===== src/rtl/tx_ethernet.sv =====
// GMII Ethernet II transmitter: preamble/SFD, header, payload, zero pad, FCS, then inter-frame gap.
// Optional 802.1Q tagging is compiled in with `define TX_VLAN_EN (adds tx_vlan_tci).
module tx_ethernet #(
    parameter int           OCT         = 8,
    parameter logic [OCT-1:0] PRE       = 8'b10101010,
    parameter logic [OCT-1:0] SFD       = 8'b10101011,
    parameter int           MIN_PAYLOAD = 46,
    parameter int           MAX_PAYLOAD = 1500,
    parameter int           IFG_CYCLES  = 12
) (
    input  logic           TX_CLK,
    input  logic           rst,
    input  logic [47:0]    mac_addr,
    input  logic [47:0]    tx_mac_dst,
    input  logic [15:0]    tx_ethertype,
`ifdef TX_VLAN_EN
    input  logic [15:0]    tx_vlan_tci,
`endif
    input  logic           tx_start,
    output logic           tx_busy,
    input  logic           tx_payload_v,
    input  logic [OCT-1:0] tx_payload,
    input  logic           tx_payload_last,
    output logic           tx_payload_ready,
    output logic           tx_done,
    output logic           tx_err,
    output logic           TX_EN,
    output logic [OCT-1:0] TXD,
    output logic           TX_ER
);

`ifdef TX_VLAN_EN
    localparam int MIN_EFF   = MIN_PAYLOAD - 4;
    localparam int HDR_BYTES = 18;
`else
    localparam int MIN_EFF   = MIN_PAYLOAD;
    localparam int HDR_BYTES = 14;
`endif
    localparam int HDR_W = HDR_BYTES * OCT;

    typedef enum logic [3:0] {
        ST_IDLE, ST_PRE, ST_SFD, ST_DST, ST_SRC,
`ifdef TX_VLAN_EN
        ST_VLAN,
`endif
        ST_TYPE, ST_PAYLOAD, ST_PAD, ST_FCS, ST_ABORT, ST_IFG
    } state_t;

    state_t           state, nxt;
    logic [7:0]       cnt, cnt_n, cnt_inc;
    logic [10:0]      pcnt, pcnt_n, pcnt_inc;
    logic [31:0]      crc, crc_n, fcs;
    logic             ovs, ovs_n;
    logic [HDR_W-1:0] hdr, hdr_n, hdr_ld;
    logic             en_n, er_n, done_n, err_n, busy_n, crc_upd;
    logic [OCT-1:0]   txd_n;

    function automatic logic [31:0] crc_byte(input logic [31:0] c, input logic [OCT-1:0] d);
        logic [31:0] r;
        r = c;
        for (int i = 0; i < OCT; i++)
            r = (r[0] ^ d[i]) ? ((r >> 1) ^ 32'hEDB88320) : (r >> 1);
        return r;
    endfunction

    // Whole header is latched as one shift register, sent MSB byte first.
`ifdef TX_VLAN_EN
    assign hdr_ld = {tx_mac_dst, mac_addr, 16'h8100, tx_vlan_tci, tx_ethertype};
`else
    assign hdr_ld = {tx_mac_dst, mac_addr, tx_ethertype};
`endif

    assign fcs              = ~crc;
    assign tx_payload_ready = (state == ST_PAYLOAD);

    // state names the phase whose byte is registered onto TXD at the next edge
    always_comb begin
        nxt      = state;
        cnt_n    = cnt;
        pcnt_n   = pcnt;
        crc_n    = crc;
        ovs_n    = ovs;
        hdr_n    = hdr;
        en_n     = 1'b0;
        er_n     = 1'b0;
        txd_n    = '0;
        done_n   = 1'b0;
        err_n    = 1'b0;
        crc_upd  = 1'b0;
        cnt_inc  = cnt + 8'd1;
        pcnt_inc = pcnt + 11'd1;
        case (state)
            ST_IDLE: if (tx_start) begin
                hdr_n = hdr_ld;
                en_n  = 1'b1;
                txd_n = PRE;
                nxt   = ST_PRE;
                cnt_n = 8'd1;
            end
            ST_PRE: begin
                en_n  = 1'b1;
                txd_n = PRE;
                if (cnt == 8'd6) begin nxt = ST_SFD; cnt_n = '0; end
                else cnt_n = cnt_inc;
            end
            ST_SFD: begin
                en_n   = 1'b1;
                txd_n  = SFD;
                crc_n  = '1;
                pcnt_n = '0;
                ovs_n  = 1'b0;
                nxt    = ST_DST;
                cnt_n  = '0;
            end
`ifdef TX_VLAN_EN
            ST_DST, ST_SRC, ST_VLAN, ST_TYPE: begin
`else
            ST_DST, ST_SRC, ST_TYPE: begin
`endif
                en_n    = 1'b1;
                txd_n   = hdr[HDR_W-1 -: OCT];
                hdr_n   = hdr << OCT;
                crc_upd = 1'b1;
                cnt_n   = cnt_inc;
                if (state == ST_DST && cnt == 8'd5) begin nxt = ST_SRC; cnt_n = '0; end
`ifdef TX_VLAN_EN
                if (state == ST_SRC && cnt == 8'd5) begin nxt = ST_VLAN; cnt_n = '0; end
                if (state == ST_VLAN && cnt == 8'd3) begin nxt = ST_TYPE; cnt_n = '0; end
`else
                if (state == ST_SRC && cnt == 8'd5) begin nxt = ST_TYPE; cnt_n = '0; end
`endif
                if (state == ST_TYPE && cnt == 8'd1) begin nxt = ST_PAYLOAD; cnt_n = '0; end
            end
            ST_PAYLOAD: begin
                en_n = 1'b1;
                if (tx_payload_v) begin
                    txd_n   = tx_payload;
                    crc_upd = 1'b1;
                    pcnt_n  = pcnt_inc;
                    if (tx_payload_last)
                        nxt = (pcnt_inc < 11'(MIN_EFF)) ? ST_PAD : ST_FCS;
                    else if (pcnt_inc == 11'(MAX_PAYLOAD)) begin
                        nxt   = ST_FCS;
                        ovs_n = 1'b1;
                    end
                end else begin
                    // underrun: this edge already drives the first abort byte
                    er_n  = 1'b1;
                    nxt   = ST_ABORT;
                    cnt_n = 8'd1;
                end
            end
            ST_PAD: begin
                en_n    = 1'b1;
                crc_upd = 1'b1;
                pcnt_n  = pcnt_inc;
                if (pcnt_inc == 11'(MIN_EFF)) begin nxt = ST_FCS; cnt_n = '0; end
            end
            ST_FCS: begin
                en_n  = 1'b1;
                txd_n = fcs[{cnt[1:0], 3'b000} +: OCT];
                cnt_n = cnt_inc;
                if (cnt == 8'd3) begin
                    done_n = 1'b1;
                    err_n  = ovs;
                    nxt    = ST_IFG;
                    cnt_n  = '0;
                end
            end
            ST_ABORT: begin
                en_n  = 1'b1;
                er_n  = 1'b1;
                cnt_n = cnt_inc;
                if (cnt == 8'd3) begin
                    done_n = 1'b1;
                    err_n  = 1'b1;
                    nxt    = ST_IFG;
                    cnt_n  = '0;
                end
            end
            ST_IFG: begin
                cnt_n = cnt_inc;
                if (cnt == 8'(IFG_CYCLES - 1)) begin nxt = ST_IDLE; cnt_n = '0; end
            end
            default: nxt = ST_IDLE;
        endcase
        if (crc_upd) crc_n = crc_byte(crc, txd_n);
        busy_n = (nxt != ST_IDLE) || (state == ST_IFG);
    end

    always_ff @(posedge TX_CLK or posedge rst) begin
        if (rst) begin
            state   <= ST_IDLE;
            cnt     <= '0;
            pcnt    <= '0;
            crc     <= '1;
            ovs     <= 1'b0;
            hdr     <= '0;
            TX_EN   <= 1'b0;
            TX_ER   <= 1'b0;
            TXD     <= '0;
            tx_done <= 1'b0;
            tx_err  <= 1'b0;
            tx_busy <= 1'b0;
        end else begin
            state   <= nxt;
            cnt     <= cnt_n;
            pcnt    <= pcnt_n;
            crc     <= crc_n;
            ovs     <= ovs_n;
            hdr     <= hdr_n;
            TX_EN   <= en_n;
            TX_ER   <= er_n;
            TXD     <= txd_n;
            tx_done <= done_n;
            tx_err  <= err_n;
            tx_busy <= busy_n;
        end
    end

endmodule


===== config.mk =====
export PLATFORM = sky130hd
export DESIGN_NAME = tx_ethernet
export DESIGN_NICKNAME = d
export VERILOG_FILES = /design/src/rtl/tx_ethernet.sv
export SDC_FILE = /design/constraint.sdc
export NUM_CORES = 1
export LEC_CHECK = 0
export ABC_AREA = 1
export CAP_MARGIN = 25
export CORE_MARGIN = 2
export CORE_UTILIZATION = 60
export CTS_CLUSTER_DIAMETER = 50
export DETAILED_ROUTE_END_ITERATION = 8
export GPL_TIMING_DRIVEN = 1
export PLACE_DENSITY = 0.86
export SETUP_SLACK_MARGIN = 0.02
export SLEW_MARGIN = 20
export SYNTH_ARGS = -nofsm -noshare
export SYNTH_HDL_FRONTEND = slang
export SYNTH_SLANG_ARGS = --single-unit

===== constraint.sdc =====
create_clock -name TX_CLK -period 13.25 [get_ports TX_CLK]
set_clock_uncertainty 0.2 [all_clocks]
set_input_delay 2.65 -clock TX_CLK [delete_from_list [all_inputs] [get_ports TX_CLK]]
set_output_delay 2.65 -clock TX_CLK [all_outputs]
set_load 0.05 [all_outputs]

==> impl_metrics.toml <==
[timing]
grt_setup_unrepaired = "no"
worstMarginPinSlew_ns = 0.837
setup-tns-final_ns = 0
slew_headroom = 0.439
max_freq_mhz = 194
report.final.setup_viol = 0
fin_crit_ns = 5.16
post-route-period-util = 0.390
maxSlewViolCount = 0
worst_slack_ns = 8.09
hold_viol = 0

[global_routing]
grt_start_max_net_pins = 209
grtUsageTotal = 0.316
antenna_found_initial = 0
grt_pass1_wl_um = 44800
grt_pass1_vias = 9086
grt-ovfl-total = 0

[power_and_ir_drop]
leakagePower_nw = 5.52
peakVddDrop_uv = 187
powerDensity_nw_per_um2 = 316

[cells_and_area]
layout_commonest_cell = "nand2_1"
nets = 1567
syn_to_final_growth_pct = 21.5
layout_common_cells = "nand2_1, dfrtp_1, nor2_1, clkdlybuf4s50_1, a31oi_1"
layout-drive-gt1-share = 0.0876
postLayoutCoreUtil = 0.737
diodes = 0

[clock_network]
clk_latency_ns = 0.43
cts-buffers-inserted = 17
cts_resized = 0
clockBufferDepth = 2
ctsHoldBuffers = 0
clock-sinks = 181
clk_pin_slew_worst_paths_ns = 0.07
clockRootBuffer = "clkbuf_16"
cts_tree = "yes"
cts_max_level = 4
post-cts-setup-buffers = 0

[critical_path]
critPathMaxFanout = 7
worstSetupEndpointType = "output pin"
startpoint_type = "flip-flop"
critical_path_required_ns = 10.40
cp.arrival_ns = 2.31
crit_type = "reg -> out"

[job]
max_cap_viol_count = 0

[place]
place_ws_ns = 7.84
io_buffers = 138
gp_congestion = 0.931
dp_hpwl_um = 18000

[floorplan]
coreArea_um2 = 16400
num_rows = 47
dieArea_um2 = 17600
die_h_um = 133
ios = 139
die_w_um = 133
start_util = 0.606

[yosys]
ys_seq_area_frac = 0.459
synth.area.top_cells = "dfrtp_1, nand2_1, dfstp_2, a31oi_1, nor2_1"
synth_nets = 1461
postSynthAreaPerCell_um2 = 7.48
ys_types = 46
synth.cell_area_um2 = 9950
synth-edff-count = 0
synthArstFlopShare = 1.00
syn-instance-count = 1330
synthFlopType = "dfrtp_1"
yosysTopAreaCell = "dfrtp_1"
ys_seq_elements = 181
yosysTopAreaCellShare = 0.375
yosysWarnings = 0

[min_path]
worst_hold_path_type = "reg -> reg"

[drt]
drc = 0
wirelength_um = 27000
vias = 9445
wl_per_cell_um = 16.2
dr.pass1.iters = 5
via_per_inst = 5.66
drtIter0Drc = 801
ant_nets = 0

[run_status]
outcome = "finished clean"
==> worst max-delay path, cell delays in order (launching register included) <==
cell and delay (ns):
dfrtp_1 0.43, inv_2 0.06, nor2_2 0.22, nand2_2 0.14
inv_1 0.20, clkdlybuf4s50_1 0.83
==> Yosys cell counts (all sizes together), types with 20 or more instances <==
library cell	n
nand4	25
nand3	93
a31oi	104
dfrtp	149
dfstp	32
o22ai	20
o21ai	28
clkbuf	23
nor2	156
inv	109
xor2	26
nand2	470
buf	34
==> per-layer routing <==
layer | GRT usage | wire length, um
met3 | 0.0648 | 2180
met5 | 0 | 0
met2 | 0.498 | 12800
met4 | 0.105 | 564
met1 | 0.440 | 11500
==> sequential cells by signal (all words and copies together), names as in the netlist <==
signal	cells
cnt	8
crc	32
state	4
tx_err	1
ovs	1
pcnt	11
TX_ER	1
tx_done	1
TX_EN	1
hdr	112
TXD	8
tx_busy	1
==> cell type report <==
type / instances / area, um^2
timing repair buffer: 144 / 1470
fill: 1253 / 4320
clock inverter: 15 / 185
tap: 220 / 275
clock buffer: 17 / 425
multi-input combinational: 982 / 4750
inverter: 110 / 422
sequential: 181 / 4570
==> power by group <==
part / internal, mW / switching [mW]
sequential: 0.856 / 0.171
combinational: 0.725 / 1.53
clock: 0.287 / 0.246
==> per-stage QoR <==
step / instances / power (mW) / hold slack [ns] / area, um^2
floorplan: 1330 / 2.71 / 0.251 / 9950
global placement: 1635 / 3.18 / 0.262 / 11400
detailed placement: 1635 / 3.23 / 0.281 / 11400
CTS: 1667 / 3.79 / 0.292 / 12000
global route: 1669 / 4.16 / 0.304 / 12100
finish: 1669 / 3.82 / 0.289 / 12100
==> path summary, 6_finish.rpt <==
check	end	startpoint	slack [ns]	cells past startpoint
max	tx_payload_ready	state[2]	8.09	5
min	crc[20]	crc[20]	0.29	2
max reg2reg	crc[22]	state[0]	9.82	13
min reg2reg	crc[20]	crc[20]	0.29	2
max in group asynchronous	cnt[6]	rst	8.92	3
min in group asynchronous	hdr[50]	rst	2.56	2
==> cell families (layout without fill, tap and decap cells) <==
group / after synthesis / in the layout / synth area share
AND/OR/NAND/NOR: 762 / 762 / 0.326
AO/OA/AOI/OAI: 183 / 183 / 0.112
flip-flops: 181 / 181 / 0.459
buffers and inverters: 167 / 286 / 0.0656
XOR/XNOR: 31 / 31 / 0.0299
adder cells (fa/ha/maj): 6 / 6 / 0.00754
(Power assumes the default switching activity.)
